`src/rtl/apb_icn_pkg.sv`:
```
// Shared types and constants for the APB interconnect completer.
// Latency: n/a (declarations only).
// Backpressure: n/a.
// Contents: FSM state enum, LFSR seed/taps for the optional random-wait
// build (APB_ICN_RANDOM_WAIT_EN), and the wait-counter width.
package apb_icn_pkg;

    typedef enum logic [1:0] {
        IDLE = 2'd0,
        WAIT = 2'd1,
        RESP = 2'd2
    } state_t;

    // 8-bit Fibonacci LFSR, taps 8,6,5,4 -> bit positions 7,5,4,3.
    localparam logic [7:0] LFSR_SEED = 8'hA5;
    localparam logic [7:0] LFSR_TAPS = 8'b1011_1000;

    // 4 bits for WAIT_CYC (0..15) plus 2 bits for the lfsr[1:0] term.
    localparam int WCNT_W = 6;

endpackage

```
`src/rtl/apb_icn_resp_if.sv`:
```
// APB bus bundle between the requester and apb_icn_resp.
// Latency: n/a (wires only).
// Backpressure: completer stalls the requester via pready_icn.
// Ports: psel/penable/paddr/pwrite/pwdata/pstrb (requester -> completer),
//        prdata_icn/pready_icn/pslverr_icn (completer -> requester).
interface apb_icn_resp_if #(
    parameter int NCH    = 2,
    parameter int ADDR_W = 20,
    parameter int DATA_W = 16
);
    logic [NCH-1:0]      psel;
    logic                penable;
    logic [ADDR_W-1:0]   paddr;
    logic                pwrite;
    logic [DATA_W-1:0]   pwdata;
    logic [DATA_W/8-1:0] pstrb;
    logic [DATA_W-1:0]   prdata_icn;
    logic                pready_icn;
    logic                pslverr_icn;

    modport master (
        output psel, penable, paddr, pwrite, pwdata, pstrb,
        input  prdata_icn, pready_icn, pslverr_icn
    );

    modport slave (
        input  psel, penable, paddr, pwrite, pwdata, pstrb,
        output prdata_icn, pready_icn, pslverr_icn
    );
endinterface

```
`src/rtl/apb_icn_regbank.sv`:
```
// One channel's DEPTH x DATA_W register bank, byte-strobe write, async read.
// Latency: write lands on the clock edge with we_i high; read is combinational.
// Backpressure: none; always accepts.
// Ports: clk, reset_n, we_i, waddr_i, wdata_i, wstrb_i, raddr_i, rdata_o.
module apb_icn_regbank #(
    parameter int                DATA_W    = 16,
    parameter int                DEPTH     = 16,
    parameter logic [DATA_W-1:0] RESET_VAL = 16'hABCD,
    localparam int               IDX_W     = $clog2(DEPTH)
) (
    input  logic                clk,
    input  logic                reset_n,
    input  logic                we_i,
    input  logic [IDX_W-1:0]    waddr_i,
    input  logic [DATA_W-1:0]   wdata_i,
    input  logic [DATA_W/8-1:0] wstrb_i,
    input  logic [IDX_W-1:0]    raddr_i,
    output logic [DATA_W-1:0]   rdata_o
);
    logic [DATA_W-1:0] mem_q [DEPTH];

    always_ff @(posedge clk or negedge reset_n) begin
        if (!reset_n) begin
            for (int i = 0; i < DEPTH; i++) mem_q[i] <= RESET_VAL;
        end else if (we_i) begin
            for (int b = 0; b < DATA_W/8; b++) begin
                if (wstrb_i[b]) mem_q[waddr_i][b*8 +: 8] <= wdata_i[b*8 +: 8];
            end
        end
    end

    assign rdata_o = mem_q[raddr_i];
endmodule

```
`src/rtl/apb_icn_resp.sv`:
```
// APB completer: NCH select lines, each backed by a DEPTH-word register bank.
// Latency: pready_icn at T1+WAIT_CYC (plus lfsr[1:0] with APB_ICN_RANDOM_WAIT_EN).
// Backpressure: holds pready_icn low for the wait states; psel drop aborts.
// Ports: clk, reset_n (async active-low), bus (apb_icn_resp_if.slave).
// Optional feature macro: APB_ICN_RANDOM_WAIT_EN (LFSR-extended wait states).
module apb_icn_resp
    import apb_icn_pkg::*;
#(
    parameter int                NCH       = 2,
    parameter int                ADDR_W    = 20,
    parameter int                DATA_W    = 16,
    parameter int                DEPTH     = 16,
    parameter int                WAIT_CYC  = 1,
    parameter logic [DATA_W-1:0] RESET_VAL = 16'hABCD
) (
    input  logic           clk,
    input  logic           reset_n,
    apb_icn_resp_if.slave  bus
);
    localparam int BYTES = DATA_W/8;
    localparam int OFF_W = $clog2(BYTES);
    localparam int IDX_W = $clog2(DEPTH);
    localparam int CH_W  = (NCH > 1) ? $clog2(NCH) : 1;
    localparam logic [ADDR_W-1:0] OFF_MASK = ADDR_W'(BYTES - 1);
    localparam logic [ADDR_W:0]   LIMIT    = (ADDR_W+1)'(DEPTH * BYTES);

    state_t              state_q;
    logic [WCNT_W-1:0]   cnt_q;
    logic [CH_W-1:0]     ch_q;
    logic [IDX_W-1:0]    idx_q;
    logic                wr_q;
    logic                err_q;
    logic [DATA_W-1:0]   wdata_q;
    logic [BYTES-1:0]    strb_q;
    logic                pready_q;
    logic                pslverr_q;
    logic [DATA_W-1:0]   prdata_q;

    logic                sel_any;
    logic                setup;
    logic [CH_W-1:0]     ch_d;
    logic [IDX_W-1:0]    idx_d;
    logic                err_d;
    logic [WCNT_W-1:0]   wait_d;
    logic [CH_W-1:0]     rd_ch;
    logic [IDX_W-1:0]    rd_idx;
    logic [DATA_W-1:0]   rd_word [NCH];
    logic [DATA_W-1:0]   rd_sel;
    logic                wr_go;

`ifdef APB_ICN_RANDOM_WAIT_EN
    logic [7:0] lfsr_q;
`endif

    // Setup-cycle decode: channel, word index, fault and wait count.
    always_comb begin
        sel_any = |bus.psel;
        setup   = sel_any & ~bus.penable;
        ch_d    = '0;
        for (int i = 0; i < NCH; i++) begin
            if (bus.psel[i]) ch_d = CH_W'(i);
        end
        idx_d  = bus.paddr[OFF_W +: IDX_W];
        err_d  = ((bus.psel & (bus.psel - NCH'(1))) != '0)   // multi-hot select
               || ((bus.paddr & OFF_MASK) != '0)             // unaligned
               || ({1'b0, bus.paddr} >= LIMIT);              // beyond the bank
`ifdef APB_ICN_RANDOM_WAIT_EN
        wait_d = WCNT_W'(WAIT_CYC) + WCNT_W'(lfsr_q[1:0]);
`else
        wait_d = WCNT_W'(WAIT_CYC);
`endif
    end

    // With zero wait states RESP is entered straight from the setup cycle,
    // so the read must use the live decode rather than the latched one.
    always_comb begin
        rd_ch  = (state_q == IDLE) ? ch_d  : ch_q;
        rd_idx = (state_q == IDLE) ? idx_d : idx_q;
        rd_sel = rd_word[rd_ch];
    end

    // Commit on the edge closing RESP, only if the requester is still there.
    assign wr_go = (state_q == RESP) && sel_any && wr_q && !err_q;

    for (genvar g = 0; g < NCH; g++) begin : g_bank
        apb_icn_regbank #(
            .DATA_W    (DATA_W),
            .DEPTH     (DEPTH),
            .RESET_VAL (RESET_VAL)
        ) u_bank (
            .clk     (clk),
            .reset_n (reset_n),
            .we_i    (wr_go && (ch_q == CH_W'(g))),
            .waddr_i (idx_q),
            .wdata_i (wdata_q),
            .wstrb_i (strb_q),
            .raddr_i (rd_idx),
            .rdata_o (rd_word[g])
        );
    end

    always_ff @(posedge clk or negedge reset_n) begin
        if (!reset_n) begin
            state_q   <= IDLE;
            cnt_q     <= '0;
            ch_q      <= '0;
            idx_q     <= '0;
            wr_q      <= 1'b0;
            err_q     <= 1'b0;
            wdata_q   <= '0;
            strb_q    <= '0;
            pready_q  <= 1'b0;
            pslverr_q <= 1'b0;
            prdata_q  <= '0;
`ifdef APB_ICN_RANDOM_WAIT_EN
            lfsr_q    <= LFSR_SEED;
`endif
        end else begin
            // Outputs are single-cycle pulses; only the RESP entry raises them.
            pready_q  <= 1'b0;
            pslverr_q <= 1'b0;
            prdata_q  <= '0;
            case (state_q)
                IDLE: begin
                    if (setup) begin
                        ch_q    <= ch_d;
                        idx_q   <= idx_d;
                        wr_q    <= bus.pwrite;
                        err_q   <= err_d;
                        wdata_q <= bus.pwdata;
                        strb_q  <= bus.pstrb;
`ifdef APB_ICN_RANDOM_WAIT_EN
                        lfsr_q  <= {lfsr_q[6:0], ^(lfsr_q & LFSR_TAPS)};
`endif
                        if (wait_d == '0) begin
                            state_q   <= RESP;
                            pready_q  <= 1'b1;
                            pslverr_q <= err_d;
                            prdata_q  <= (err_d || bus.pwrite) ? '0 : rd_sel;
                        end else begin
                            state_q <= WAIT;
                            cnt_q   <= wait_d;
                        end
                    end
                end
                WAIT: begin
                    if (!sel_any) begin
                        state_q <= IDLE;
                    end else if (cnt_q == WCNT_W'(1)) begin
                        state_q   <= RESP;
                        pready_q  <= 1'b1;
                        pslverr_q <= err_q;
                        prdata_q  <= (err_q || wr_q) ? '0 : rd_sel;
                    end else begin
                        cnt_q <= cnt_q - WCNT_W'(1);
                    end
                end
                RESP:    state_q <= IDLE;
                default: state_q <= IDLE;
            endcase
        end
    end

    assign bus.pready_icn  = pready_q;
    assign bus.pslverr_icn = pslverr_q;
    assign bus.prdata_icn  = prdata_q;
endmodule
```
`src/flat_wrapper.sv`:
```
// flat-port wrapper written by rule: the top's interface ports become plain ports
module apb_icn_resp_flat import apb_icn_pkg::*;
#(
    parameter int                NCH       = 2,
    parameter int                ADDR_W    = 20,
    parameter int                DATA_W    = 16,
    parameter int                DEPTH     = 16,
    parameter int                WAIT_CYC  = 1,
    parameter logic [DATA_W-1:0] RESET_VAL = 16'hABCD
)
  (clk, reset_n, bus_psel, bus_penable, bus_paddr, bus_pwrite, bus_pwdata, bus_pstrb, bus_prdata_icn, bus_pready_icn, bus_pslverr_icn);
  apb_icn_resp_if #(.NCH(NCH), .ADDR_W(ADDR_W), .DATA_W(DATA_W)) bus_i ();
  input  logic clk;
  input  logic reset_n;
  input wire logic [$bits(bus_i.psel)-1:0] bus_psel;
  input wire logic [$bits(bus_i.penable)-1:0] bus_penable;
  input wire logic [$bits(bus_i.paddr)-1:0] bus_paddr;
  input wire logic [$bits(bus_i.pwrite)-1:0] bus_pwrite;
  input wire logic [$bits(bus_i.pwdata)-1:0] bus_pwdata;
  input wire logic [$bits(bus_i.pstrb)-1:0] bus_pstrb;
  output wire logic [$bits(bus_i.prdata_icn)-1:0] bus_prdata_icn;
  output wire logic [$bits(bus_i.pready_icn)-1:0] bus_pready_icn;
  output wire logic [$bits(bus_i.pslverr_icn)-1:0] bus_pslverr_icn;
  assign bus_i.psel = bus_psel;
  assign bus_i.penable = bus_penable;
  assign bus_i.paddr = bus_paddr;
  assign bus_i.pwrite = bus_pwrite;
  assign bus_i.pwdata = bus_pwdata;
  assign bus_i.pstrb = bus_pstrb;
  assign bus_prdata_icn = bus_i.prdata_icn;
  assign bus_pready_icn = bus_i.pready_icn;
  assign bus_pslverr_icn = bus_i.pslverr_icn;
  apb_icn_resp #(.NCH(NCH), .ADDR_W(ADDR_W), .DATA_W(DATA_W), .DEPTH(DEPTH), .WAIT_CYC(WAIT_CYC), .RESET_VAL(RESET_VAL)) u_core (.clk(clk), .reset_n(reset_n), .bus(bus_i));
endmodule
```
`config.mk`:
```
export PLATFORM = sky130hd
export DESIGN_NAME = apb_icn_resp_flat
export DESIGN_NICKNAME = d
export VERILOG_FILES = /design/src/rtl/apb_icn_pkg.sv /design/src/rtl/apb_icn_resp_if.sv /design/src/rtl/apb_icn_regbank.sv /design/src/rtl/apb_icn_resp.sv /design/src/flat_wrapper.sv
export SDC_FILE = /design/constraint.sdc
export NUM_CORES = 1
export LEC_CHECK = 0
export BUFFER_PORTS_ARGS = -buffer_cell sky130_fd_sc_hd__buf_2
export CORE_UTILIZATION = 63
export DETAILED_ROUTE_END_ITERATION = 16
export GPL_TIMING_DRIVEN = 1
export PLACE_DENSITY = 0.8
export SLEW_MARGIN = 25
export SYNTH_ARGS = -nofsm -noshare
export SYNTH_HDL_FRONTEND = slang
export SYNTH_SLANG_ARGS = --single-unit
```
`constraint.sdc`:
```
create_clock -name clk -period 2.6 [get_ports clk]
set_input_delay 0.13 -clock clk [delete_from_list [all_inputs] [get_ports clk]]
set_output_delay 0.13 -clock clk [all_outputs]
set_load 0.02 [all_outputs]
```
==> run metrics, run 1 <==
final clock skew=13.8 ps; Main synth FF type=dfstp_2; # rows=75; Initial Util=64.1%; gr ovfl total=0; post-layout min period=2690 ps; # nets final=2236; #FFs+latches synth=563; routed len/inst=25.6 um; Pleak=13.3 nW; Setup Viol. Count Final=14; Final Max Slew Viols=0; startpoint types=flop; layout cells sized above 1=53.1%; Ys Warns=0; Fmax=372 MHz; vias in the first global route=19000; Vias=18300; routed wire length=71200 um; Synth cell types=68; CP required=3090 ps; maximum fanout along the worst path=11; die area=43700 sq um; residual DRC count=0; placed cells=2637; final RePlAce weighted congestion=0.960; Area growth syn-to-layout=13.7%; Starting DRT DRC Count=1511; Detail Route Antenna Nets=0; commonest non-fill, non-tap cells in the layout=524 x mux2_2, 320 x dfstp_2, 235 x dfrtp_1; number of antenna violations at the first check in global routing=6; Mean Syn Cell Area=13.0 sq um; Final Util=72.8%; failing checks=setup timing; I/O Pins=62; asr flop ratio synth=100%; Clk Tree Root Cell=clkbuf_16; final std cells w/o fill=2780; Die Y=209 um; commonest non-fill, non-tap cell in the layout=mux2_2; die width=209 um; Tcrit/Tclk final=103%; cell count after synthesis=2075; RSZ-0062 raised after global routing=true; r2r worst-path depth=5; CTS Sinks=563; Critical Path AT=3180 ps; Core ar.=42100 sq um; Total GRT Usage=33.2%; worst hold path type=in -> async; register area share after synthesis=53.7%; Clock Tree Buf Depth=3; drt pass-1 iters=6; Num CTS Buffers=57; CTS tree=yes; max cap viols=0; vias per cell=6.60; worst skew pair latency=610 ps; largest net degree at the start of global routing=97; final worst slack=-85.7 ps; status=finished, violations left; Reg clk slew, reported paths=60 ps; first-pass GRT wire length=112000 um; Slew headroom=46.4%; synthesized cell area=27000 sq um; Pwr Density=857 nW/um^2; post-place setup slack=-249 ps; number of flops mapped to enable cells by yosys=0; H-tree depth=2; VDD IR max=804 uV; Mapped Nets=2121; dpl hpwl=47200 um; measured slew at the worst slew-check pin=804 ps; I/O Buffers=61; Critical Path Sink Type=flop; Hold Fails Final Rpt=0; Crit Path Class=reg -> reg
[timing repair]
item | in CTS | in global routing
gates resized for setup | 9 | 14
cloned | 1 | 0
setup buffers | 5 | 0
pin swaps | 4 | 1
endpoints found under the hold margin | 258 | 0
setup endpoints to repair | 127 | 78
hold buffers | 27 | 0
[per-layer routing]
metal / vias up / share of wire [%] / global-route usage [%]
li1: 7874 / - / -
met1: 9498 / 42 / 46.2
met2: 801 / 47 / 51.9
met3: 158 / 7.9 / 7.02
met4: 4 / 2.9 / 11.9
met5: - / 0.037 / 0
[critical path, stage by stage (launching register included)]
cell and delay (ps):
dfrtp_1 600, nor2b_1 340, buf_4 210, nand3_1 430, nor2_2 560, mux2_2 400
[synth_stat cells (4+ instances only)]
master | number | share of area, %
a32oi_1 | 15 | 0.49
a211oi_1 | 43 | 1.2
clkbuf_1 | 86 | 1.2
mux2_1 | 12 | 0.50
a31oi_1 | 8 | 0.19
buf_6 | 13 | 0.54
o221ai_1 | 47 | 1.5
mux2_2 | 526 | 22
o21ai_0 | 41 | 0.76
nand2_1 | 150 | 2.1
buf_2 | 33 | 0.61
a2bb2oi_1 | 13 | 0.42
dfrtp_1 | 243 | 23
nand3_1 | 49 | 0.91
o211ai_1 | 17 | 0.47
nor4_1 | 6 | 0.14
a21boi_1 | 8 | 0.22
nor2_1 | 49 | 0.68
buf_4 | 10 | 0.28
mux2i_1 | 160 | 5.9
nor2_4 | 21 | 0.88
nor2_2 | 22 | 0.51
nand4_1 | 15 | 0.35
dfstp_2 | 320 | 31
o21ai_1 | 12 | 0.22
and2_1 | 5 | 0.12
nor3_1 | 40 | 0.74
a2111o_1 | 13 | 0.54
nor2b_1 | 4 | 0.093
and3_1 | 26 | 0.60
nand2b_1 | 7 | 0.16
a21oi_1 | 5 | 0.093
[through the flow]
stage	total power [mW]	area, sq um	hold WS, ps	setup TNS (ps)
3_3_place_gp	17.5	28400	63.7	-1320
2_1_floorplan	14.5	27000	-166	0
4_1_cts	26.1	30600	23.9	0
3_5_place_dp	17.7	28400	69.6	-4260
5_1_grt	27.2	30700	45.7	-1640
6_report	26.3	30700	27.7	-541
[cells by family (layout without fill, tap and decap cells)]
group / count (synthesis) / count (layout) / share of synthesized area [%]
flip-flops: 563 / 563 / 53.7
other: 0 / 2 / 0
XOR/XNOR: 4 / 4 / 0.130
buffers and inverters: 147 / 310 / 2.70
multiplexers: 699 / 699 / 28.4
adder cells (fa/ha/maj): 2 / 2 / 0.0926
AO/OA/AOI/OAI: 247 / 247 / 7.06
AND/OR/NAND/NOR: 413 / 414 / 7.96
[where the power goes]
part | internal, mW | switching (mW) | leakage [nW]
registers | 9.03 | 0.830 | 6.62
clock network | 4.84 | 3.42 | 0.934
logic | 2.81 | 5.38 | 5.77
[final timing paths]
kind | start | end | slack (ps)
hold / removal | reset_n | u_core.wdata_q[8]$_DFFE_PN0P_ | 30
min in group clk | bus_paddr[3] | u_core.idx_q[2]$_DFFE_PN0P_ | 120
hold reg to reg | u_core.g_bank[1].u_bank.mem_q[62]$_DFFE_PN0P_ | u_core.g_bank[1].u_bank.mem_q[62]$_DFFE_PN0P_ | 500
setup / recovery | u_core.idx_q[1]$_DFFE_PN0P_ | u_core.g_bank[0].u_bank.mem_q[21]$_DFFE_PN0P_ | -90
max in group asynchronous | reset_n | u_core.g_bank[0].u_bank.mem_q[201]$_DFFE_PN1P_ | 1660
setup reg to reg | u_core.idx_q[1]$_DFFE_PN0P_ | u_core.g_bank[0].u_bank.mem_q[21]$_DFFE_PN0P_ | -90
[state kept, by name, indices dropped and copies added (netlist names)]
name                        flops
u_core.bus.prdata_icn          16
u_core.err_q                    1
u_core.wdata_q                 16
u_core.bus.pready_icn           1
u_core.g_bank.u_bank.mem_q    512
u_core.ch_q                     1
u_core.idx_q                    4
u_core.cnt_q                    6
u_core.wr_q                     1
u_core.strb_q                   2
u_core.state_q                  2
u_core.bus.pslverr_icn          1
[final cells by class]
| class | instances | area [sq um] |
|---|---|---|
| tap | 539 | 674 |
| timing repair buffer | 199 | 1680 |
| clock inverter | 17 | 170 |
| clock buffer | 91 | 1730 |
| inverter | 3 | 11.3 |
| fill | 2693 | 11400 |
| antenna | 2 | 5.00 |
| sequential | 563 | 14500 |
| multi-input combinational | 1366 | 11900 |
Power figures use the tool's default switching activity.
==> run 2, diff against run 1 <==
--- a/config.mk
+++ b/config.mk
@@ -9,7 +9,7 @@
 export CORE_UTILIZATION = 63
 export DETAILED_ROUTE_END_ITERATION = 16
 export GPL_TIMING_DRIVEN = 1
-export PLACE_DENSITY = 0.8
+export PLACE_DENSITY = 0.83
 export SLEW_MARGIN = 25
 export SYNTH_ARGS = -nofsm -noshare
 export SYNTH_HDL_FRONTEND = slang
==> run 2 against run 1 <==
Net effect: the run still ends with setup timing left; die area did not move; sequential share of layout area fell by 0.058 points; first-iteration DRC count rose by 9.7%; flip-flop and latch count did not move; clock-buffer cell count fell by 5; critical path depth rose by 2; clock power rose by 2%; sequential power fell by 2%; global-route usage barely moved; via count rose by 0.21%.
==> run metrics, run 2 (synthesis results as in run 1) <==
status=finished, violations left; failing checks=setup timing; commonest non-fill, non-tap cell in the layout=mux2_2; Crit Path Class=reg -> reg; Clock Tree Buf Depth=3; Area growth syn-to-layout=13.8%; startpoint types=flop; H-tree depth=2; Critical Path Sink Type=flop; Detail Route Antenna Nets=0; Initial Util=64.1%; dpl hpwl=47000 um; Clk Tree Root Cell=clkbuf_16; # nets final=2242; critical path's largest stage delay=560 ps; Tcrit/Tclk final=101%; I/O Pins=62; setup TNS=-21.4 ps; CP top delay family=compound AO/OA/AOI/OAI gates; CP required=3070 ps; # rows=75; final worst slack=-21.4 ps; I/O Buffers=61; die area=43700 sq um; number of flip-flops in the largest register=512; Hold Fails Final Rpt=0; Reg clk slew, reported paths=60 ps; final instance area=30700 sq um; residual DRC count=0; Total GRT Usage=33.2%; Fillers=2711; final RePlAce weighted congestion=0.933; Pleak=13.4 nW; gr ovfl total=0; Slew headroom=50.4%; Fmax=381 MHz; maximum fanout along the worst path=28; vias per cell=6.60; Die Y=209 um; Setup Viol. Count Final=1; routed len/inst=25.7 um; critical path's slowest cell=mux2_2; post-layout min period=2620 ps; number of antenna violations at the first check in global routing=1; dpl cell area=28400 sq um; measured slew at the worst slew-check pin=744 ps; vias in the first global route=18800; Buf/Inv on CP=1; die width=209 um; Vias=18400; Starting DRT DRC Count=1658; Num CTS Buffers=56; worst hold path type=in -> reg; Final Util=72.9%; commonest non-fill, non-tap cells in the layout=526 x mux2_2, 320 x dfstp_2, 237 x dfrtp_1; crit-path cells=nor2_4 > buf_4 > mux2_2 > o221ai_1 > nor3_1 > a41oi_1 > o211ai_1; drt pass-1 iters=8; Pwr Density=860 nW/um^2; max cap viols=0; final clock skew=24.3 ps; CTS Sinks=563; VDD IR max=822 uV; layout cells sized above 1=53.2%; Core ar.=42100 sq um; CTS tree=yes; Top reg by flops=u_core.g_bank.u_bank.mem_q; largest net degree at the start of global routing=87; first-pass GRT wire length=111000 um; routed wire length=71600 um; Final Max Slew Viols=0; Critical Path AT=3090 ps; worst skew pair latency=630 ps
run 2: changes by cell type in the layout (fill, tap and decap cells not counted), sizes merged:
cell	before	now
buf	172	180
bufinv	3	5
clkbuf	91	87
clkinv	10	15
clkinvlp	2	0
diode	2	1
dlygate4sd3	27	26
inv	5	3
nor2	93	92
run 2: area by class of cell:
cell class	instances	area, sq um	share of cell area (%)
repair buffers	207	1720	5.59
multi-input cells	1365	11900	38.7
well taps	539	674	2.19
diodes	1	2.50	0.00814
clock inverters	20	236	0.770
flip-flops and latches	563	14500	47.2
inverters	3	11.3	0.0366
clock buffers	86	1690	5.49
run 2: through the flow:
stage | hold slack, ps | setup slack (ps) | std cells | total power, mW
after floorplan | -166 | 373 | 2075 | 14.5
final | 68.5 | -21.4 | 2784 | 26.4
after global placement | 169 | -16.2 | 2644 | 17.4
after CTS | 31.4 | 0.498 | 2776 | 26.0
after global routing | 66.4 | -32.4 | 2783 | 27.3
after detailed placement | 175 | -52.0 | 2644 | 17.6
run 2: final timing paths:
path                                                               startpoint                                             end  slack [ps]  cells past startpoint
worst max-delay path                            u_core.state_q[0]$_DFFE_PN0P_             u_core.bus.prdata_icn[14]$_DFF_PN0_         -20                      7
worst min-delay path                                             bus_paddr[1]                     u_core.idx_q[0]$_DFFE_PN0P_          70                      3
worst max register to register                  u_core.state_q[0]$_DFFE_PN0P_             u_core.bus.prdata_icn[14]$_DFF_PN0_         -20                      7
worst min register to register  u_core.g_bank[1].u_bank.mem_q[14]$_DFFE_PN0P_   u_core.g_bank[1].u_bank.mem_q[14]$_DFFE_PN0P_         490                      1
max in group asynchronous                                             reset_n  u_core.g_bank[0].u_bank.mem_q[134]$_DFFE_PN1P_        1510                      3
min in group asynchronous                                             reset_n                 u_core.bus.pready_icn$_DFF_PN0_         100                      2
run 2: power by group:
| group | switching, mW | leakage [nW] | internal, mW | total (mW) |
|---|---|---|---|---|
| clock | 3.48 | 0.957 | 4.96 | 8.44 |
| sequential | 0.656 | 6.62 | 9.03 | 9.68 |
| combinational | 5.49 | 5.81 | 2.81 | 8.30 |
| total | 9.62 | 13.4 | 16.8 | 26.4 |
run 2: timing repair:
item | in CTS | in global routing
hold buffers | 26 | 0
setup endpoints to repair | 2 | 15
resized for setup | 2 | 12
buffers inserted | 0 | 6
cloned | 0 | 1
endpoints found under the hold margin | 116 | 0
pin swaps | 0 | 3
run 2: worst min-delay path, delay by kind of cell:
kind | cells | cell delay (ps)
mux | 1 | 170
buf+inv | 2 | 360
run 2: metal layers:
layer	track usage, %	up-vias	share of wire [%]
met3	6.76	160	7.7
li1	-	7864	-
met5	0	-	0
met2	51.7	778	47
met1	46.4	9572	42
met4	11.8	0	3.2
==> run 3, diff against run 2 <==
--- a/config.mk
+++ b/config.mk
@@ -6,6 +6,7 @@
 export NUM_CORES = 1
 export LEC_CHECK = 0
 export BUFFER_PORTS_ARGS = -buffer_cell sky130_fd_sc_hd__buf_2
+export CORE_MARGIN = 2
 export CORE_UTILIZATION = 63
 export DETAILED_ROUTE_END_ITERATION = 16
 export GPL_TIMING_DRIVEN = 1
==> constraint.sdc (replaced) <==
create_clock -name clk -period 2.6 [get_ports clk]
set_input_delay 0.52 -clock clk [delete_from_list [all_inputs] [get_ports clk]]
set_output_delay 0.52 -clock clk [all_outputs]
set_load 0.02 [all_outputs]
==> run 3 against run 2 <==
Net effect: via count up 1.3%; core utilization is 0.80 points higher; flip-flop and latch count stayed put; design area grew 1.1%; non-clock buffer count is 15 higher; the run now ends clean; clock skew down 1.4 ps; clock power is 6.9% higher; first-iteration DRC count up 11%; clock-buffer cell count up 5; largest cell class unchanged; die area increased by 1.9%; fmax rose by 2.6%; critical path type unchanged; total power is 3.5% higher.
==> run metrics, run 3 (synthesis results as in run 1) <==
Area growth syn-to-layout=15.0%; layout cells sized above 1=54.9%; Initial Util=64.1%; CTS Sinks=563; drt pass-1 iters=5; measured slew at the worst slew-check pin=796 ps; Fillers=2567; Clock Tree Buf Depth=3; Pleak=13.6 nW; final RePlAce weighted congestion=0.985; Starting DRT DRC Count=1840; Post-CTS Setup Bufs=0; Die Y=211 um; Detail Route Antenna Nets=0; final std cells w/o fill=2799; startpoint types=flop; Final Util=73.7%; I/O Pins=62; Vias=18600; commonest non-fill, non-tap cells in the layout=525 x mux2_2, 320 x dfstp_2, 237 x dfrtp_1; dpl cell area=28900 sq um; internal reg-to-reg setup slack=50 ps; Setup Viol. Count Final=0; H-tree depth=2; gr ovfl total=0; vias in the first global route=19100; die width=211 um; final worst slack=45.6 ps; maximum fanout along the worst path=9; CP required=3130 ps; Final Max Slew Viols=0; worst skew pair latency=620 ps; final instance area=31100 sq um; routed wire length=72300 um; residual DRC count=0; # nets final=2258; Critical Path Sink Type=flop; RSZ-0062 raised after global routing=false; Tcrit/Tclk final=98.2%; VDD IR max=890 uV; number of flip-flops in the largest register=512; first-pass GRT wire length=113000 um; I/O Buffers=61; Clk Tree Root Cell=clkbuf_16; number of antenna violations at the first check in global routing=2; commonest non-fill, non-tap cell in the layout=mux2_2; Slew headroom=46.9%; routed len/inst=25.8 um; CTS tree=yes; Core ar.=42100 sq um; Fmax=391 MHz; Total GRT Usage=32.9%; Critical Path AT=3090 ps; Top reg by flops=u_core.g_bank.u_bank.mem_q; Hold Fails Final Rpt=0; largest net degree at the start of global routing=91; setup TNS=0 ps; antenna cell count=0; Crit Path Class=reg -> reg; max cap viols=0; vias per cell=6.65; post-layout min period=2550 ps; Num CTS Buffers=57; status=finished, final reports clean; # rows=75; worst hold path type=in -> reg; dpl hpwl=47600 um; final clock skew=22.8 ps; die area=44500 sq um; post-place setup slack=-81.6 ps; placed cells=2691; Reg clk slew, reported paths=60 ps; Pwr Density=880 nW/um^2
[run 3: changes by cell type in the layout (fill, tap and decap cells not counted), moves of 3 or more]
cell / before / now
buf_12: 16 / 28
clkinv_2: 14 / 7
buf_4: 101 / 131
dlygate4sd3_1: 26 / 1
a2bb2oi_1: 9 / 12
a2bb2oi_2: 4 / 1
clkbuf_8: 11 / 24
clkbuf_1: 16 / 7
[run 3: per-layer routing]
metal	share of wire, %	wire length [um]	track usage, %	vias to the layer above
li1	-	-	-	7921
met1	42	30100	45.1	9673
met2	47	33900	51.6	833
met3	8.3	5980	7.76	180
met5	0.11	81	0	-
met4	3.1	2260	11.7	6
[run 3: power by group]
group,total (mW),internal (mW),switching (mW)
clock,9.02,5.57,3.46
combinational,8.58,2.97,5.61
sequential,9.74,9.03,0.708
[run 3: area by class of cell]
type | instances | area, sq um | share of cell area, %
multi-input combinational | 1365 | 11900 | 38.2
timing repair buffer | 222 | 1880 | 6.05
inverter | 3 | 11.3 | 0.0362
tap | 539 | 674 | 2.17
clock buffer | 91 | 1860 | 5.98
sequential | 563 | 14500 | 46.7
clock inverter | 16 | 263 | 0.846
[run 3: critical path, cell delays in order (launching register included)]
cell and delay [ps]:
dfrtp_2 490, nor2_4 190, mux2_1 370, buf_4 200, buf_4 200, mux2i_1 130
a222oi_1 400, nand3_1 300, nand4_1 190
[run 3: worst paths after layout]
kind,start,end,depth (start not counted)
min in group asynchronous,reset_n,u_core.bus.pslverr_icn$_DFF_PN0_,2
max in group asynchronous,reset_n,u_core.g_bank[0].u_bank.mem_q[114]$_DFFE_PN1P_,3
min reg2reg,u_core.g_bank[1].u_bank.mem_q[12]$_DFFE_PN0P_,u_core.g_bank[1].u_bank.mem_q[12]$_DFFE_PN0P_,1
max reg2reg,u_core.state_q[1]$_DFFE_PN0P_,u_core.bus.prdata_icn[10]$_DFF_PN0_,8
min,bus_pwdata[5],u_core.wdata_q[5]$_DFFE_PN0P_,2
max,u_core.state_q[1]$_DFFE_PN0P_,u_core.bus.prdata_icn[10]$_DFF_PN0_,8
[run 3: stage by stage]
step / hold slack [ps] / power [mW]
after global routing: 134 / 28.1
final: 139 / 27.3
after CTS: 118 / 27.1
after detailed placement: 479 / 18.0
after floorplan: 224 / 14.5
after global placement: 466 / 17.8
[run 3: what timing repair did]
item / in CTS / in global routing
hold endpoints to repair: 28 / 0
resized for setup: 2 / 8
hold buffers: 1 / 0
setup endpoints to repair: 5 / 13
